<file path="src/rtl/elink_rx_if.sv">
// E-link receive deframer bus: byte input side, word FIFO pop side and status.
interface elink_rx_if #(
    parameter int DATA_IN_WIDTH  = 10,
    parameter int DATA_OUT_WIDTH = 18
);
    logic [DATA_IN_WIDTH-1:0]  din;
    logic                      din_valid;
    logic                      fifoFLUSH;
    logic                      rd_en;
    logic [DATA_OUT_WIDTH-1:0] dout;
    logic                      doutRdy;
    logic                      empty;
    logic                      full;
    logic                      prog_full;
    logic                      err_proto;
    logic                      err_ovf;

    // Producer of bytes / consumer of words (link side or bench).
    modport master (
        output din, din_valid, fifoFLUSH, rd_en,
        input  dout, doutRdy, empty, full, prog_full, err_proto, err_ovf
    );

    // The deframer itself.
    modport slave (
        input  din, din_valid, fifoFLUSH, rd_en,
        output dout, doutRdy, empty, full, prog_full, err_proto, err_ovf
    );
endinterface

</file>
<file path="src/rtl/elink_rx_deframer.sv">
// E-link receive deframer: pairs 10-bit coded bytes into 18-bit coded words
// (SOP / data / EOP), discards comma idles, flags illegal code sequences and
// buffers the words in a single-clock FIFO with registered status flags.
module elink_rx_deframer #(
    parameter int DATA_IN_WIDTH    = 10,
    parameter int DATA_OUT_WIDTH   = 18,
    parameter int FIFO_DEPTH       = 16,
    parameter int PROG_FULL_THRESH = 12
) (
    input  logic       clk,
    input  logic       rst,
    elink_rx_if.slave  bus
);
    localparam int PW = DATA_IN_WIDTH - 2;
    localparam int AW = (FIFO_DEPTH > 1) ? $clog2(FIFO_DEPTH) : 1;
    localparam int CW = AW + 1;

    localparam logic [1:0] CODE_DATA  = 2'b00;
    localparam logic [1:0] CODE_EOP   = 2'b01;
    localparam logic [1:0] CODE_SOP   = 2'b10;
    localparam logic [1:0] CODE_COMMA = 2'b11;

    localparam logic [AW-1:0] PTR_ONE  = AW'(1);
    localparam logic [CW-1:0] CNT_ONE  = CW'(1);
    localparam logic [CW-1:0] CNT_ZERO = CW'(0);
    localparam logic [CW-1:0] CNT_FULL = CW'(FIFO_DEPTH);
    localparam logic [CW-1:0] CNT_PROG = CW'(PROG_FULL_THRESH);

    typedef enum logic [2:0] {
        ST_IDLE        = 3'd0,
        ST_GOT_COMMA   = 3'd1,
        ST_FRAME       = 3'd2,
        ST_GOT_DATA_HI = 3'd3,
        ST_GOT_EOP_HI  = 3'd4
    } state_t;

    // ---------------- deframer ----------------
    state_t                    r_state;
    state_t                    w_state_nxt;
    logic [PW-1:0]             r_hi;
    logic [PW-1:0]             w_hi_nxt;
    logic                      r_in_frame;
    logic                      w_in_frame_nxt;
    logic                      r_err_proto;
    logic                      w_err;
    logic                      w_wr_en;
    logic [DATA_OUT_WIDTH-1:0] w_wr_word;
    logic [1:0]                w_code;
    logic [PW-1:0]             w_payload;

    assign w_code    = bus.din[DATA_IN_WIDTH-1 -: 2];
    assign w_payload = bus.din[PW-1:0];

    // Next-state / pair assembly: decide on each valid byte what to latch, write or flag.
    always_comb begin
        w_state_nxt    = r_state;
        w_hi_nxt       = r_hi;
        w_in_frame_nxt = r_in_frame;
        w_err          = 1'b0;
        w_wr_en        = 1'b0;
        w_wr_word      = {CODE_DATA, r_hi, w_payload};
        if (bus.din_valid) begin
            case (r_state)
                ST_IDLE: begin
                    if (w_code == CODE_COMMA) begin
                        w_hi_nxt    = w_payload;
                        w_state_nxt = ST_GOT_COMMA;
                    end else begin
                        w_err = 1'b1;
                    end
                end
                ST_GOT_COMMA: begin
                    case (w_code)
                        CODE_SOP: begin
                            // A new SOP while still in a frame means the previous
                            // frame was truncated; the new frame is still accepted.
                            w_err          = r_in_frame;
                            w_wr_en        = 1'b1;
                            w_wr_word      = {CODE_SOP, r_hi, w_payload};
                            w_in_frame_nxt = 1'b1;
                            w_state_nxt    = ST_FRAME;
                        end
                        CODE_COMMA: begin
                            if (r_in_frame) begin
                                w_state_nxt = ST_FRAME;
                            end else begin
                                w_hi_nxt = w_payload;
                            end
                        end
                        default: begin
                            w_err          = 1'b1;
                            w_in_frame_nxt = 1'b0;
                            w_state_nxt    = ST_IDLE;
                        end
                    endcase
                end
                ST_FRAME: begin
                    case (w_code)
                        CODE_DATA: begin
                            w_hi_nxt    = w_payload;
                            w_state_nxt = ST_GOT_DATA_HI;
                        end
                        CODE_EOP: begin
                            w_hi_nxt    = w_payload;
                            w_state_nxt = ST_GOT_EOP_HI;
                        end
                        CODE_COMMA: begin
                            w_hi_nxt    = w_payload;
                            w_state_nxt = ST_GOT_COMMA;
                        end
                        default: begin
                            w_err          = 1'b1;
                            w_in_frame_nxt = 1'b0;
                            w_state_nxt    = ST_IDLE;
                        end
                    endcase
                end
                ST_GOT_DATA_HI: begin
                    if (w_code == CODE_DATA) begin
                        w_wr_en     = 1'b1;
                        w_wr_word   = {CODE_DATA, r_hi, w_payload};
                        w_state_nxt = ST_FRAME;
                    end else begin
                        w_err          = 1'b1;
                        w_in_frame_nxt = 1'b0;
                        w_state_nxt    = ST_IDLE;
                    end
                end
                ST_GOT_EOP_HI: begin
                    if (w_code == CODE_COMMA) begin
                        w_wr_en   = 1'b1;
                        w_wr_word = {CODE_EOP, r_hi, w_payload};
                    end else begin
                        w_err = 1'b1;
                    end
                    w_in_frame_nxt = 1'b0;
                    w_state_nxt    = ST_IDLE;
                end
                default: begin
                    w_in_frame_nxt = 1'b0;
                    w_state_nxt    = ST_IDLE;
                end
            endcase
        end else begin
            w_state_nxt = r_state;
        end
    end

    // Deframer state, latched high byte, frame flag and the protocol error pulse.
    always_ff @(posedge clk) begin
        if (!rst) begin
            r_state     <= ST_IDLE;
            r_hi        <= '0;
            r_in_frame  <= 1'b0;
            r_err_proto <= 1'b0;
        end else begin
            r_state     <= w_state_nxt;
            r_hi        <= w_hi_nxt;
            r_in_frame  <= w_in_frame_nxt;
            r_err_proto <= w_err;
        end
    end

    // ---------------- word FIFO ----------------
    logic [DATA_OUT_WIDTH-1:0] r_mem [FIFO_DEPTH];
    logic [AW-1:0]             r_wptr;
    logic [AW-1:0]             r_rptr;
    logic [CW-1:0]             r_count;
    logic [CW-1:0]             w_count_nxt;
    logic [DATA_OUT_WIDTH-1:0] r_dout;
    logic                      r_dout_rdy;
    logic                      r_empty;
    logic                      r_full;
    logic                      r_prog_full;
    logic                      r_err_ovf;
    logic                      w_rd_ok;
    logic                      w_wr_ok;
    logic                      w_ovf;
    logic                      w_full_now;

    // Push/pop legality: a write on a full FIFO only lands if a read frees the head slot.
    always_comb begin
        w_full_now = (r_count == CNT_FULL);
        w_rd_ok    = 1'b0;
        w_wr_ok    = 1'b0;
        w_ovf      = 1'b0;
        if (!bus.fifoFLUSH) begin
            w_rd_ok = bus.rd_en && (r_count != CNT_ZERO);
            w_wr_ok = w_wr_en && (!w_full_now || w_rd_ok);
            w_ovf   = w_wr_en && w_full_now && !w_rd_ok;
        end else begin
            w_rd_ok = 1'b0;
        end
    end

    // Occupancy after this edge; drives the registered status flags.
    always_comb begin
        w_count_nxt = r_count;
        if (bus.fifoFLUSH) begin
            w_count_nxt = CNT_ZERO;
        end else if (w_wr_ok && !w_rd_ok) begin
            w_count_nxt = r_count + CNT_ONE;
        end else if (w_rd_ok && !w_wr_ok) begin
            w_count_nxt = r_count - CNT_ONE;
        end else begin
            w_count_nxt = r_count;
        end
    end

    // Word storage; contents are only meaningful between the pointers, so no reset.
    always_ff @(posedge clk) begin
        if (rst && w_wr_ok) begin
            r_mem[r_wptr] <= w_wr_word;
        end
    end

    // Pointers, occupancy, registered read port, status flags and sticky overflow.
    always_ff @(posedge clk) begin
        if (!rst) begin
            r_wptr      <= '0;
            r_rptr      <= '0;
            r_count     <= CNT_ZERO;
            r_dout      <= '0;
            r_dout_rdy  <= 1'b0;
            r_empty     <= 1'b1;
            r_full      <= 1'b0;
            r_prog_full <= 1'b0;
            r_err_ovf   <= 1'b0;
        end else begin
            r_count     <= w_count_nxt;
            r_empty     <= (w_count_nxt == CNT_ZERO);
            r_full      <= (w_count_nxt == CNT_FULL);
            r_prog_full <= (w_count_nxt >= CNT_PROG);
            r_dout_rdy  <= w_rd_ok;
            if (bus.fifoFLUSH) begin
                r_wptr    <= '0;
                r_rptr    <= '0;
                r_err_ovf <= 1'b0;
            end else begin
                if (w_wr_ok) begin
                    r_wptr <= r_wptr + PTR_ONE;
                end
                if (w_rd_ok) begin
                    r_rptr <= r_rptr + PTR_ONE;
                    r_dout <= r_mem[r_rptr];
                end
                if (w_ovf) begin
                    r_err_ovf <= 1'b1;
                end
            end
        end
    end

    assign bus.dout      = r_dout;
    assign bus.doutRdy   = r_dout_rdy;
    assign bus.empty     = r_empty;
    assign bus.full      = r_full;
    assign bus.prog_full = r_prog_full;
    assign bus.err_proto = r_err_proto;
    assign bus.err_ovf   = r_err_ovf;
endmodule

</file>
<file path="src/flat_wrapper.sv">
// flat-port wrapper written by rule: the top's interface ports become plain ports
module elink_rx_deframer_flat 
#(
    parameter int DATA_IN_WIDTH    = 10,
    parameter int DATA_OUT_WIDTH   = 18,
    parameter int FIFO_DEPTH       = 16,
    parameter int PROG_FULL_THRESH = 12
)
  (clk, rst, bus_din, bus_din_valid, bus_fifoFLUSH, bus_rd_en, bus_dout, bus_doutRdy, bus_empty, bus_full, bus_prog_full, bus_err_proto, bus_err_ovf);
  elink_rx_if #(.DATA_IN_WIDTH(DATA_IN_WIDTH), .DATA_OUT_WIDTH(DATA_OUT_WIDTH)) bus_i ();
  input  logic clk;
  input  logic rst;
  input wire logic [$bits(bus_i.din)-1:0] bus_din;
  input wire logic [$bits(bus_i.din_valid)-1:0] bus_din_valid;
  input wire logic [$bits(bus_i.fifoFLUSH)-1:0] bus_fifoFLUSH;
  input wire logic [$bits(bus_i.rd_en)-1:0] bus_rd_en;
  output wire logic [$bits(bus_i.dout)-1:0] bus_dout;
  output wire logic [$bits(bus_i.doutRdy)-1:0] bus_doutRdy;
  output wire logic [$bits(bus_i.empty)-1:0] bus_empty;
  output wire logic [$bits(bus_i.full)-1:0] bus_full;
  output wire logic [$bits(bus_i.prog_full)-1:0] bus_prog_full;
  output wire logic [$bits(bus_i.err_proto)-1:0] bus_err_proto;
  output wire logic [$bits(bus_i.err_ovf)-1:0] bus_err_ovf;
  assign bus_i.din = bus_din;
  assign bus_i.din_valid = bus_din_valid;
  assign bus_i.fifoFLUSH = bus_fifoFLUSH;
  assign bus_i.rd_en = bus_rd_en;
  assign bus_dout = bus_i.dout;
  assign bus_doutRdy = bus_i.doutRdy;
  assign bus_empty = bus_i.empty;
  assign bus_full = bus_i.full;
  assign bus_prog_full = bus_i.prog_full;
  assign bus_err_proto = bus_i.err_proto;
  assign bus_err_ovf = bus_i.err_ovf;
  elink_rx_deframer #(.DATA_IN_WIDTH(DATA_IN_WIDTH), .DATA_OUT_WIDTH(DATA_OUT_WIDTH), .FIFO_DEPTH(FIFO_DEPTH), .PROG_FULL_THRESH(PROG_FULL_THRESH)) u_core (.clk(clk), .rst(rst), .bus(bus_i));
endmodule
</file>
<file path="config.mk">
export PLATFORM = sky130hd
export DESIGN_NAME = elink_rx_deframer_flat
export DESIGN_NICKNAME = d
export VERILOG_FILES = /design/src/rtl/elink_rx_if.sv /design/src/rtl/elink_rx_deframer.sv /design/src/flat_wrapper.sv
export SDC_FILE = /design/constraint.sdc
export NUM_CORES = 1
export LEC_CHECK = 0
export BUFFER_PORTS_ARGS = -buffer_cell sky130_fd_sc_hd__buf_2
export CAP_MARGIN = 20
export CORE_UTILIZATION = 35
export CTS_BUF_LIST = sky130_fd_sc_hd__clkbuf_8
export DETAILED_ROUTE_END_ITERATION = 8
export GPL_ROUTABILITY_DRIVEN = 0
export PLACE_DENSITY = 0.56
export SLEW_MARGIN = 30
export SYNTH_ARGS = -nofsm -noshare
export SYNTH_HDL_FRONTEND = slang
export SYNTH_SLANG_ARGS = --single-unit
</file>
<file path="constraint.sdc">
create_clock -name clk -period 5.3 [get_ports clk]
set_clock_uncertainty 0.2 [all_clocks]
set_input_delay 0.795 -clock clk [delete_from_list [all_inputs] [get_ports clk]]
set_output_delay 0.795 -clock clk [all_outputs]
set_load 0.01 [all_outputs]
</file>
**Yosys cells after proc, flatten, opt, wreduce, memory -nomap -nowiden**

Memory sizes are Yosys's and may differ from the RTL's. A register that Yosys moved wholly into a read port is not among the register bits.
Cells that the tools add are included.

- Register bits: 31
- Bits in writable memories: 288
- Bits of input ports: 15
- Output and inout bits: 24
- Word-level logic and storage cells: 101
- Memories kept: 1

Memory list:

| memory | depth | bits a word | rd ports | clocked after memory_dff | wr ports | RTL line | source |
|---|---|---|---|---|---|---|---|
| u_core.r_mem | 16 | 18 | 1 | 1 | 1 | elink_rx_deframer.sv:165 | `logic [DATA_OUT_WIDTH-1:0] r_mem [FIFO_DEPTH];` |

- $add $sub $neg: 4
- Order comparisons: 1
- Equality and inequality tests: 17
- Multiplexer cells: 37
- Bitwise logic cells: 3
- Reduce and logical (&&, ||, !) cells: 26

Operator list:

| kind | count |
|---|---|
| 2-to-1 mux 18 bit | 2 |
| case mux 18 bit (2 select lines) | 1 |
| 2-to-1 mux 8 bit | 4 |
| case mux 8 bit (3 select lines) | 1 |
| 2-to-1 mux 17 bit | 1 |
| 2-to-1 mux 5 bit | 3 |
| 2-to-1 mux 1 bit | 14 |
| case mux 3 bit (4 select lines) | 1 |
| == test 5 bit, second input constant | 2 |
| != test 2 bit, second input constant | 5 |
| case mux 3 bit (3 select lines) | 1 |
| adder 4 x 1 -> 4 bit, second input constant | 2 |
| case mux 1 bit (4 select lines) | 2 |
| logical AND 1 bit | 7 |
| == test 3 x 2 -> 1 bit, second input constant | 2 |
| 2-to-1 mux 3 bit | 2 |
| case mux 3 bit (2 select lines) | 1 |
| AND reduction 6 bit | 1 |
| adder 5 x 1 -> 5 bit, second input constant | 1 |
| >= comparator 5 x 4 -> 1 bit, second input constant | 1 |
| zero test 1 bit | 5 |
| zero test 5 bit | 1 |
| AND reduction 5 bit | 1 |
| nonzero test 5 bit | 1 |
| 19 further kinds | 26 |

**Logic depth before layout (Yosys ltp)**

Gate-level depths: netlist (run 1).

- Word-level depth: 12
- Mapped depth: 10
- Mapped depth without buffers: 7

**Least setup slack after synthesis (run 1)**

Ideal clock, no wire load.

- Path kind: in2reg
- From: input port bus_din[8]
- To: memory u_core.r_mem[3][0] (enable)
- Data arrival time: 4.009 ns
- Path slack: 0.652 ns
- Cell stages on the path: 10
- Path buffers: 4
- Path through: inv_1 > ha_1 > clkbuf_1 > mux2_2 > a32o_1 > buf_2 > nand2_1 > clkbuf_1 > clkbuf_1 > nor4_1

- Word-level cells in the longest chain between the ends: 9
- Elaborated cells between the ends (all ways): 13
- Those cells by class: 2 x eq/ne; 8 x mux; 3 x reduce/logical

RTL lines:

| element | RTL line | source |
|---|---|---|
| from (decl) | flat_wrapper.sv:13 | `input wire logic [$bits(bus_i.din)-1:0] bus_din;` |
| == test 2 bit, or another cell as far along | elink_rx_deframer.sv:130 | `if (w_code == CODE_COMMA) begin` |
| 2-to-1 mux 1 bit, on equally long branches | elink_rx_deframer.sv:130, elink_rx_deframer.sv:73, elink_rx_deframer.sv:119 |  |
| case mux 1 bit (3 select lines) * | elink_rx_deframer.sv:63 | `case (r_state)` |
| 2-to-1 mux 1 bit * | elink_rx_deframer.sv:62 | `if (bus.din_valid) begin` |
| logical AND 1 bit * | elink_rx_deframer.sv:189 | `w_wr_ok = w_wr_en && (!w_full_now \|\| w_rd_ok);` |
| 2-to-1 mux 1 bit * | elink_rx_deframer.sv:187 | `if (!bus.fifoFLUSH) begin` |
| logical AND 1 bit * | elink_rx_deframer.sv:212 | `if (rst && w_wr_ok) begin` |
| 2-to-1 mux 1 bit * | elink_rx_deframer.sv:212 |  |
| 2-to-1 mux 1 bit (implied by the code) * | elink_rx_deframer.sv:213 | `r_mem[r_wptr] <= w_wr_word;` |
| to (decl) | elink_rx_deframer.sv:165 |  |

Every way passes the cells marked *; elsewhere a longest branch is shown, timed or not.

**Worst setup path in the final report (run 1)**

- From: input port bus_din[9]
- To: memory u_core.r_mem[2][16] (enable)

Same word-level chain as after synthesis.

==> impl_metrics.json, run 1 <==
{
  "status": "completed",
  "cp-startpoint": "bus_din[9]",
  "route.detailed.drc": 0,
  "hold_violations": 0,
  "antenna_found_initial": 0,
  "ys_ff_latch": 337,
  "clkLatencyLatePin_ns": 0.59,
  "grt_pass1_wl_um": 45940,
  "final_nets": 815,
  "rsz0062_at_grt": "no",
  "hold_depth": 2,
  "tightestPinTransition_ns": 0.8893,
  "cts_resized": 0,
  "r2r_setup_slack_ns": 2.03,
  "clk_pin_slew_ns": 0.06,
  "grt.total_usage": 0.1629,
  "crit_type": "primary input to register",
  "grt-busiest-layer": "met2",
  "syn_nets": 729,
  "synth_edf_count": 288,
  "period_minus_slack_ns": 3.364,
  "synth_seq_area_share": 0.7215,
  "die_w_um": 197.3,
  "crit_buf_inv": 2,
  "synth_area_leaders": "edfxtp_1 65%, mux4_2 15%, dfxtp_1 7.4%",
  "relSlewSlack": 0.4071,
  "overflow": 0,
  "drtIter0Drc": 491,
  "synth_area_um2": 13350,
  "power.density_nw_per_um2": 325.5,
  "post-place-cells": 1241,
  "cpPeakStageDelay_ns": 0.65,
  "io_pins": 39,
  "hold_path_class": "register to register",
  "wl_per_cell_um": 23.00,
  "timing.final.crit_share": 0.6347,
  "cts_setup_buffers": 0,
  "routed_wl_um": 30930,
  "ant_nets": 0,
  "crit_chain": "buf_2, ha_1, nor4bb_1, a32o_1, nand2_1, nor4_2, buf_4",
  "cts_tree": "yes",
  "r2r-start": "u_core.r_state[0]$_SDFFE_PN0P_",
  "grt_max_degree": 54,
  "yosys.area.top_type": "edfxtp_1",
  "htreeDepth": 2,
  "cts.sinks": 337,
  "critPathMaxFanout": 14,
  "cts_buffer_depth": 3,
  "cp.depth": 7,
  "hold_path.startpoint": "u_core.bus.dout[7]$_SDFFE_PN0P_",
  "synth_top_area_frac": 0.6480,
  "end_kind": "register",
  "postSynthCellCount": 702,
  "vias": 6875,
  "cts-root-buf": "clkbuf_8",
  "final_max_slew_viol_count": 0,
  "synth_top_flop_cell": "edfxtp_1",
  "gr-usage-met1": 0.2399,
  "start_kind": "primary input",
  "nFillCells": 3429,
  "firstDrtPassIters": 5,
  "fp-row-count": 71,
  "final_cells": 1345,
  "core_um2": 37580,
  "max_freq_mhz": 297.3,
  "yosysMostFrequentCell": "edfxtp_1",
  "io_buffers": 38,
  "syn_avg_cell_area_um2": 19.01,
  "antenna_cells": 0,
  "gr-usage-met3": 0.03005,
  "drive_gt1_frac": 0.3070,
  "async_reset_ff_frac": 0,
  "path_delay_family": "simple AND/OR/NAND/NOR gates",
  "yosys-top-cells-count": "288 x edfxtp_1, 90 x mux4_2, 52 x nand2_1, 49 x dfxtp_1, 29 x clkbuf_1",
  "initial_core_util": 0.3551,
  "ctsHoldBuffers": 0,
  "use_met2": 0.2473,
  "area_delta_synth_final_pct": 15.18,
  "drv_cap": 0,
  "hpwl_um": 19500,
  "finalSetupViolCount": 0,
  "p_leak_nw": 4.883,
  "die_y_um": 197.3,
  "cts_inserted_buffers": 55,
  "cp.arrival_ns": 3.41,
  "via_per_inst": 5.112,
  "r2r-end": "u_core.r_mem[2][16]$_DFFE_PP_",
  "r2r_cells": 5,
  "yosysWarnings": 0,
  "totalNegativeSetupSlack_ns": 0,
  "yosysUniqueCellTypes": 53,
  "slowest_stage": "nor4_2",
  "min_to": "u_core.bus.dout[7]$_SDFFE_PN0P_",
  "die-area_um2": 38910,
  "first_global_vias": 6955,
  "peakVddDrop_v": 0.0001794,
  "cp.required_ns": 5.35
}
==> worst register-to-register path, cell delays in order, from the launching register on <==
cell	delay (ns)
dfxtp_1	0.45
nor4bb_1	0.47
a32o_1	0.43
nand2_1	0.40
nor4_2	0.65
buf_4	0.35
==> logic make-up (layout without fill, tap and decap cells) <==
kind of cell,after synthesis,in the layout,share of synthesized area
multiplexers,105,105,0.1632
AO/OA/AOI/OAI,51,51,0.02860
XOR/XNOR,12,12,0.007875
AND/OR/NAND/NOR,138,138,0.05326
adder cells (fa/ha/maj),12,12,0.01125
buffers and inverters,47,179,0.01425
flip-flops,337,337,0.7215
==> registers in the layout (all words and copies together) (netlist names) <==
name / flops
u_core.bus.dout: 18
u_core.r_state: 3
u_core.bus.full: 1
u_core.r_rptr: 4
u_core.r_count: 5
u_core.r_in_frame: 1
u_core.r_wptr: 4
u_core.bus.empty: 1
u_core.bus.doutRdy: 1
u_core.r_hi: 8
u_core.r_mem: 288
u_core.bus.err_proto: 1
u_core.bus.err_ovf: 1
u_core.bus.prog_full: 1
==> layout by cell type (no fill, tap or decap), types with 4 or more instances in the layout <==
| cell type | instances |
|---|---|
| nor4_2 | 4 |
| clkinv_1 | 14 |
| nor2b_1 | 18 |
| mux2i_1 | 14 |
| buf_2 | 38 |
| nor2_1 | 16 |
| ha_1 | 12 |
| clkinv_2 | 8 |
| a21oi_1 | 7 |
| buf_4 | 29 |
| nand2b_1 | 5 |
| nand3_1 | 5 |
| edfxtp_1 | 288 |
| dfxtp_1 | 46 |
| clkbuf_8 | 58 |
| inv_1 | 28 |
| nand2_1 | 52 |
| mux4_2 | 90 |
| a21boi_0 | 19 |
| xor2_1 | 6 |
| o21ai_0 | 4 |
| nor3_2 | 12 |
| xnor2_1 | 6 |
==> metrics by stage <==
step	total power [mW]	util	hold WS, ns	worst slack, ns	cell area, µm²
floorplan	2.985	-	0.2772	0.6521	13350
global placement	3.038	0.3818	0.2510	1.469	14350
detailed placement	3.040	0.3820	0.2551	1.381	14360
CTS	5.073	0.4083	0.2633	1.968	15340
global route	5.188	0.4091	0.2854	1.644	15370
finish	5.004	0.4091	0.2573	1.936	15370
==> where the power goes <==
| group | switching, mW | internal [mW] | total [mW] |
|---|---|---|---|
| Sequential | 0.0226 | 2.88 | 2.90 |
| Combinational | 0.0569 | 0.0278 | 0.0847 |
| Clock | 1.01 | 1.01 | 2.02 |
| Total | 1.09 | 3.92 | 5.00 |
==> metal layers <==
metal  wire, µm  vias up
li1           -     3019
met1      14230     3596
met2      14390      208
met3       1800       52
met4        516        0
met5          0        -
==> final cells by class <==
cell class                      instances  area (µm²)  share of cell area
Tap cell                              511       639.4             0.04160
Clock inverter                         45       188.9             0.01229
Sequential cell                       337        9638              0.6270
Multi-Input combinational cell        318        3625              0.2358
Timing Repair Buffer                   69       455.4             0.02963
Inverter                                7       26.28            0.001709
Clock buffer                           58       798.3             0.05193
==> how the worst max path moves through the flow <==
| stage | slack (ns) | to |
|---|---|---|
| detailed placement | 1.38 | u_core.r_mem[2][11]$_DFFE_PP_ |
| finish | 1.94 | u_core.r_mem[2][16]$_DFFE_PP_ |
| global placement | 1.47 | u_core.r_mem[8][15]$_DFFE_PP_ |
| CTS | 1.97 | u_core.r_mem[2][10]$_DFFE_PP_ |
| global route | 1.64 | u_core.r_mem[2][2]$_DFFE_PP_ |
| floorplan | 0.65 | u_core.r_mem[3][0]$_DFFE_PP_ |
Note: power is estimated with default switching activity, not from simulation.
==> run 2: changes to the inputs <==
==> constraint.sdc (replaced) <==
create_clock -name clk -period 3.1 [get_ports clk]
set_clock_uncertainty 0.2 [all_clocks]
set_input_delay 0.465 -clock clk [delete_from_list [all_inputs] [get_ports clk]]
set_output_delay 0.465 -clock clk [all_outputs]
set_load 0.01 [all_outputs]
==> impl_metrics.json, run 2 (synthesized netlist as in run 1, its figures left out) <==
{
  "status": "completed",
  "rsz0062_at_grt": "no",
  "finalSetupViolCount": 0,
  "end_kind": "register",
  "cts_resized": 0,
  "final_common_cell": "edfxtp_1",
  "routed.top_layer": "met4",
  "routed_wl_um": 29980,
  "clkLatencyLatePin_ns": 0.61,
  "firstDrtPassIters": 5,
  "r2r-start": "u_core.r_count[0]$_SDFF_PN0_",
  "peakVddDrop_v": 0.0003515,
  "drtIter0Drc": 520,
  "grt_max_degree": 39,
  "area_delta_synth_final_pct": 18.05,
  "hold_path_class": "primary input to register",
  "max_freq_mhz": 351.7,
  "die-area_um2": 38910,
  "final_max_slew_viol_count": 0,
  "die_w_um": 197.3,
  "antenna_found_initial": 0,
  "io_buffers": 38,
  "ant_nets": 0,
  "p_leak_nw": 5.208,
  "hold_path.startpoint": "bus_din[1]",
  "htreeDepth": 2,
  "grt_pass1_wl_um": 45930,
  "cp.required_ns": 3.34,
  "final_cell_mix": "288 x edfxtp_1, 90 x mux4_2, 62 x clkbuf_8",
  "die_y_um": 197.3,
  "clk_pin_slew_ns": 0.07,
  "cts-root-buf": "clkbuf_8",
  "timing.final.crit_share": 0.9173,
  "grt.total_usage": 0.1606,
  "cp-startpoint": "u_core.r_count[0]$_SDFF_PN0_",
  "core_um2": 37580,
  "cp.arrival_ns": 3.08,
  "final_cells": 1368,
  "initial_core_util": 0.3551,
  "hpwl_um": 17980,
  "overflow": 0,
  "period_minus_slack_ns": 2.844,
  "cts_buffer_depth": 3,
  "antenna_cells": 0,
  "power.density_nw_per_um2": 554.9,
  "io_pins": 39,
  "via_per_inst": 5.022,
  "first_global_vias": 7255,
  "start_kind": "register",
  "fp-row-count": 71,
  "relSlewSlack": 0.5803,
  "wl_per_cell_um": 21.92,
  "critPathMaxFanout": 7,
  "tightestPinTransition_ns": 0.6276,
  "cts_tree": "yes",
  "regMostFlops": "u_core.r_mem",
  "drv_cap": 0,
  "drive_gt1_frac": 0.3361,
  "wl_met2_um": 13860,
  "cts.sinks": 337,
  "crit_type": "register to register",
  "post-place-cells": 1264,
  "route.detailed.drc": 0,
  "wl_met3_um": 1315,
  "hold_violations": 0,
  "vias": 6870,
  "cts_inserted_buffers": 55,
  "final_nets": 839,
  "fin_hold_ws_ns": 0.04731,
  "met1_length_um": 14430,
  "largest_reg_flops": 288
}
run 2: through the flow:
stage                 util  worst slack [ns]  power, mW  area, µm²  TNS (ns)
finish              0.4192            0.2563      8.741      15750         0
global route        0.4192           0.08623      9.066      15750         0
CTS                 0.4192            0.2713      8.866      15750         0
detailed placement  0.3907            0.2713      5.190      14680         0
global placement    0.3907            0.2951      5.187      14680         0
floorplan                -           -0.1440      5.108      13550    -7.776
run 2: metal layers:
metal / vias up / GRT usage
li1: 3067 / -
met1: 3603 / 0.2370
met2: 162 / 0.2437
met3: 38 / 0.03005
met4: 0 / 0.04249
met5: - / 0
run 2: worst paths after layout:
kind	slack (ns)	cells after the start	endpoint
setup reg to reg	0.26	7	u_core.bus.full$_SDFF_PN0_
hold / removal	0.05	1	u_core.r_mem[3][1]$_DFFE_PP_
hold reg to reg	0.26	2	u_core.bus.dout[7]$_SDFFE_PN0P_
setup / recovery	0.26	7	u_core.bus.full$_SDFF_PN0_
run 2: worst max-delay path, cell delays in order, from the launching register on:
cell	delay, ns
dfxtp_1	0.39
inv_1	0.13
ha_1	0.21
or4b_4	0.51
and2_4	0.20
or4_4	0.49
a2111oi_2	0.42
a2111oi_0	0.14
run 2: cell type report:
| class | instances | area, µm² |
|---|---|---|
| Sequential cell | 337 | 9638 |
| Clock buffer | 62 | 853.3 |
| Tap cell | 511 | 639.4 |
| Timing Repair Buffer | 93 | 658.1 |
| Multi-Input combinational cell | 318 | 3741 |
| Fill cell | 3404 | 21820 |
| Clock inverter | 40 | 197.7 |
| Inverter | 7 | 26.28 |
run 2: power breakdown:
group	switching (mW)	internal (mW)	leakage, nW
Sequential	0.0285	4.92	2.99
Combinational	0.0937	0.0557	1.61
Clock	1.79	1.85	0.611
run 2: timing repair:
| item | in CTS | in global routing |
|---|---|---|
| endpoints found under the hold margin | 2 | 0 |
| buffers inserted | 0 | 0 |
| hold buffers | 2 | 0 |
==> run 3: changes to the inputs <==
--- a/config.mk
+++ b/config.mk
@@ -11,7 +11,7 @@
 export CTS_BUF_LIST = sky130_fd_sc_hd__clkbuf_8
 export DETAILED_ROUTE_END_ITERATION = 8
 export GPL_ROUTABILITY_DRIVEN = 0
-export PLACE_DENSITY = 0.56
+export PLACE_DENSITY = 0.54
 export SLEW_MARGIN = 30
 export SYNTH_ARGS = -nofsm -noshare
 export SYNTH_HDL_FRONTEND = slang
==> impl_metrics.json, run 3 (synthesized netlist as in run 1, its figures left out) <==
{
  "status": "completed",
  "cts.sinks": 337,
  "fp-row-count": 71,
  "routed_wl_um": 30470,
  "finalSetupViolCount": 0,
  "final_max_slew_viol_count": 0,
  "power_switching_mw": 1.870,
  "route.detailed.drc": 0,
  "io_pins": 39,
  "final_cell_mix": "288 x edfxtp_1, 90 x mux4_2, 58 x clkbuf_8",
  "rsz0062_at_grt": "no",
  "critPathMaxFanout": 7,
  "power.density_nw_per_um2": 559.5,
  "cts-root-buf": "clkbuf_8",
  "htreeDepth": 2,
  "wl_per_cell_um": 22.39,
  "crit_type": "register to register",
  "die_y_um": 197.3,
  "initial_core_util": 0.3551,
  "die_w_um": 197.3,
  "clkLatencyLatePin_ns": 0.59,
  "firstDrtPassIters": 5,
  "first_global_vias": 7283,
  "overflow": 0,
  "p_comb_frac": 0.017,
  "start_kind": "register",
  "ant_nets": 0,
  "cts_resized": 0,
  "relSlewSlack": 0.5805,
  "vias": 6919,
  "power_frac_seq": 0.560,
  "antenna_found_initial": 1,
  "hold_violations": 0,
  "internal_power_mw": 6.963,
  "p_leak_nw": 5.195,
  "timing.final.crit_share": 0.9077,
  "largest_reg_flops": 288,
  "final_nets": 831,
  "drv_cap": 0,
  "grt.total_usage": 0.1616,
  "clk_pin_slew_ns": 0.06,
  "cts_buffer_depth": 3,
  "regMostFlops": "u_core.r_mem",
  "hpwl_um": 18590,
  "hold_path_class": "primary input to register",
  "cts_tree": "yes",
  "core_um2": 37580,
  "max_freq_mhz": 355.4,
  "grt_pass1_wl_um": 46150,
  "die-area_um2": 38910,
  "netSwitchingFraction": 0.2117,
  "pwr-share-clk": 0.423,
  "final_common_cell": "edfxtp_1",
  "antenna_cells": 0,
  "peakVddDrop_v": 0.0002940,
  "io_buffers": 38,
  "area_delta_synth_final_pct": 18.29,
  "nFillCells": 3305,
  "tightestPinTransition_ns": 0.6283,
  "cp.required_ns": 3.34,
  "grt_max_degree": 34,
  "cp.arrival_ns": 3.06,
  "via_per_inst": 5.084,
  "drtIter0Drc": 432,
  "postLayoutCoreUtil": 0.4201,
  "fin_hold_ws_ns": 0.06302,
  "cts_inserted_buffers": 55,
  "period_minus_slack_ns": 2.814,
  "cts_setup_buffers": 0,
  "end_kind": "register",
  "drive_gt1_frac": 0.3188
}
[run 3: cell types whose count changed in the layout (fill, tap and decap cells not counted), moves of 4 or more]
| cell | delta |
|---|---|
| buf_4 | -13 |
| clkinv_2 | -8 |
| inv_1 | +6 |
| buf_12 | +5 |
| clkbuf_8 | -4 |
[run 3: cell type report]
class / instances / area [µm²] / share of cell area
flip-flops and latches: 337 / 9637 / 0.6104
well taps: 511 / 639.4 / 0.04050
repair buffers: 85 / 660.6 / 0.04185
clock buffers: 58 / 798.3 / 0.05057
clock inverters: 45 / 284.0 / 0.01799
multi-input cells: 318 / 3741 / 0.2370
inverters: 7 / 26.28 / 0.001664
[run 3: power groups by stage]
stage	sequential, mW	clock (mW)	combinational, mW
after global routing	4.95	4.06	0.162
final	4.95	3.74	0.148
after global placement	5.04	0	0.142
after floorplan	5.03	0	0.0766
after detailed placement	5.04	0	0.148
after CTS	4.95	3.85	0.150
[run 3: final timing paths]
path | startpoint | to | slack [ns] | depth (start not counted)
setup reg to reg | u_core.r_count[0]$_SDFF_PN0_ | u_core.bus.full$_SDFF_PN0_ | 0.29 | 7
hold reg to reg | u_core.bus.dout[17]$_SDFFE_PN0P_ | u_core.bus.dout[17]$_SDFFE_PN0P_ | 0.27 | 2
setup / recovery | u_core.r_count[0]$_SDFF_PN0_ | u_core.bus.full$_SDFF_PN0_ | 0.29 | 7
hold / removal | bus_din[3] | u_core.r_mem[15][3]$_DFFE_PP_ | 0.06 | 1
[run 3: per-stage QoR]
| stage | instance area (µm²) | power, mW | setup TNS (ns) | cells | setup slack [ns] |
|---|---|---|---|---|---|
| global placement | 14680 | 5.184 | 0 | 1256 | 0.3300 |
| CTS | 15790 | 8.951 | 0 | 1361 | 0.2704 |
| detailed placement | 14680 | 5.193 | 0 | 1256 | 0.1535 |
| global route | 15790 | 9.172 | 0 | 1361 | 0.07193 |
| floorplan | 13550 | 5.108 | -7.776 | 702 | -0.1440 |
| finish | 15790 | 8.833 | 0 | 1361 | 0.2861 |
[run 3: repair_timing]
action                                 4_1_cts  5_1_grt
endpoints found under the hold margin        2        0
setup endpoints to repair                    0        0
hold buffers                                 2        0
[run 3: critical path, stage by stage, from the launching register on]
cell       delay [ns]
dfxtp_1          0.38
inv_1            0.13
ha_1             0.21
or4b_4           0.52
and2_4           0.20
or4_4            0.49
a2111oi_2        0.40
a2111oi_0        0.15
[run 3: layer usage]
| layer | vias up | track usage | routed length [µm] |
|---|---|---|---|
| li1 | 3051 | - | - |
| met1 | 3617 | 0.2159 | 13190 |
| met2 | 204 | 0.2660 | 15070 |
| met3 | 47 | 0.03398 | 1634 |
| met4 | 0 | 0.04651 | 564 |
| met5 | - | 0 | 0 |
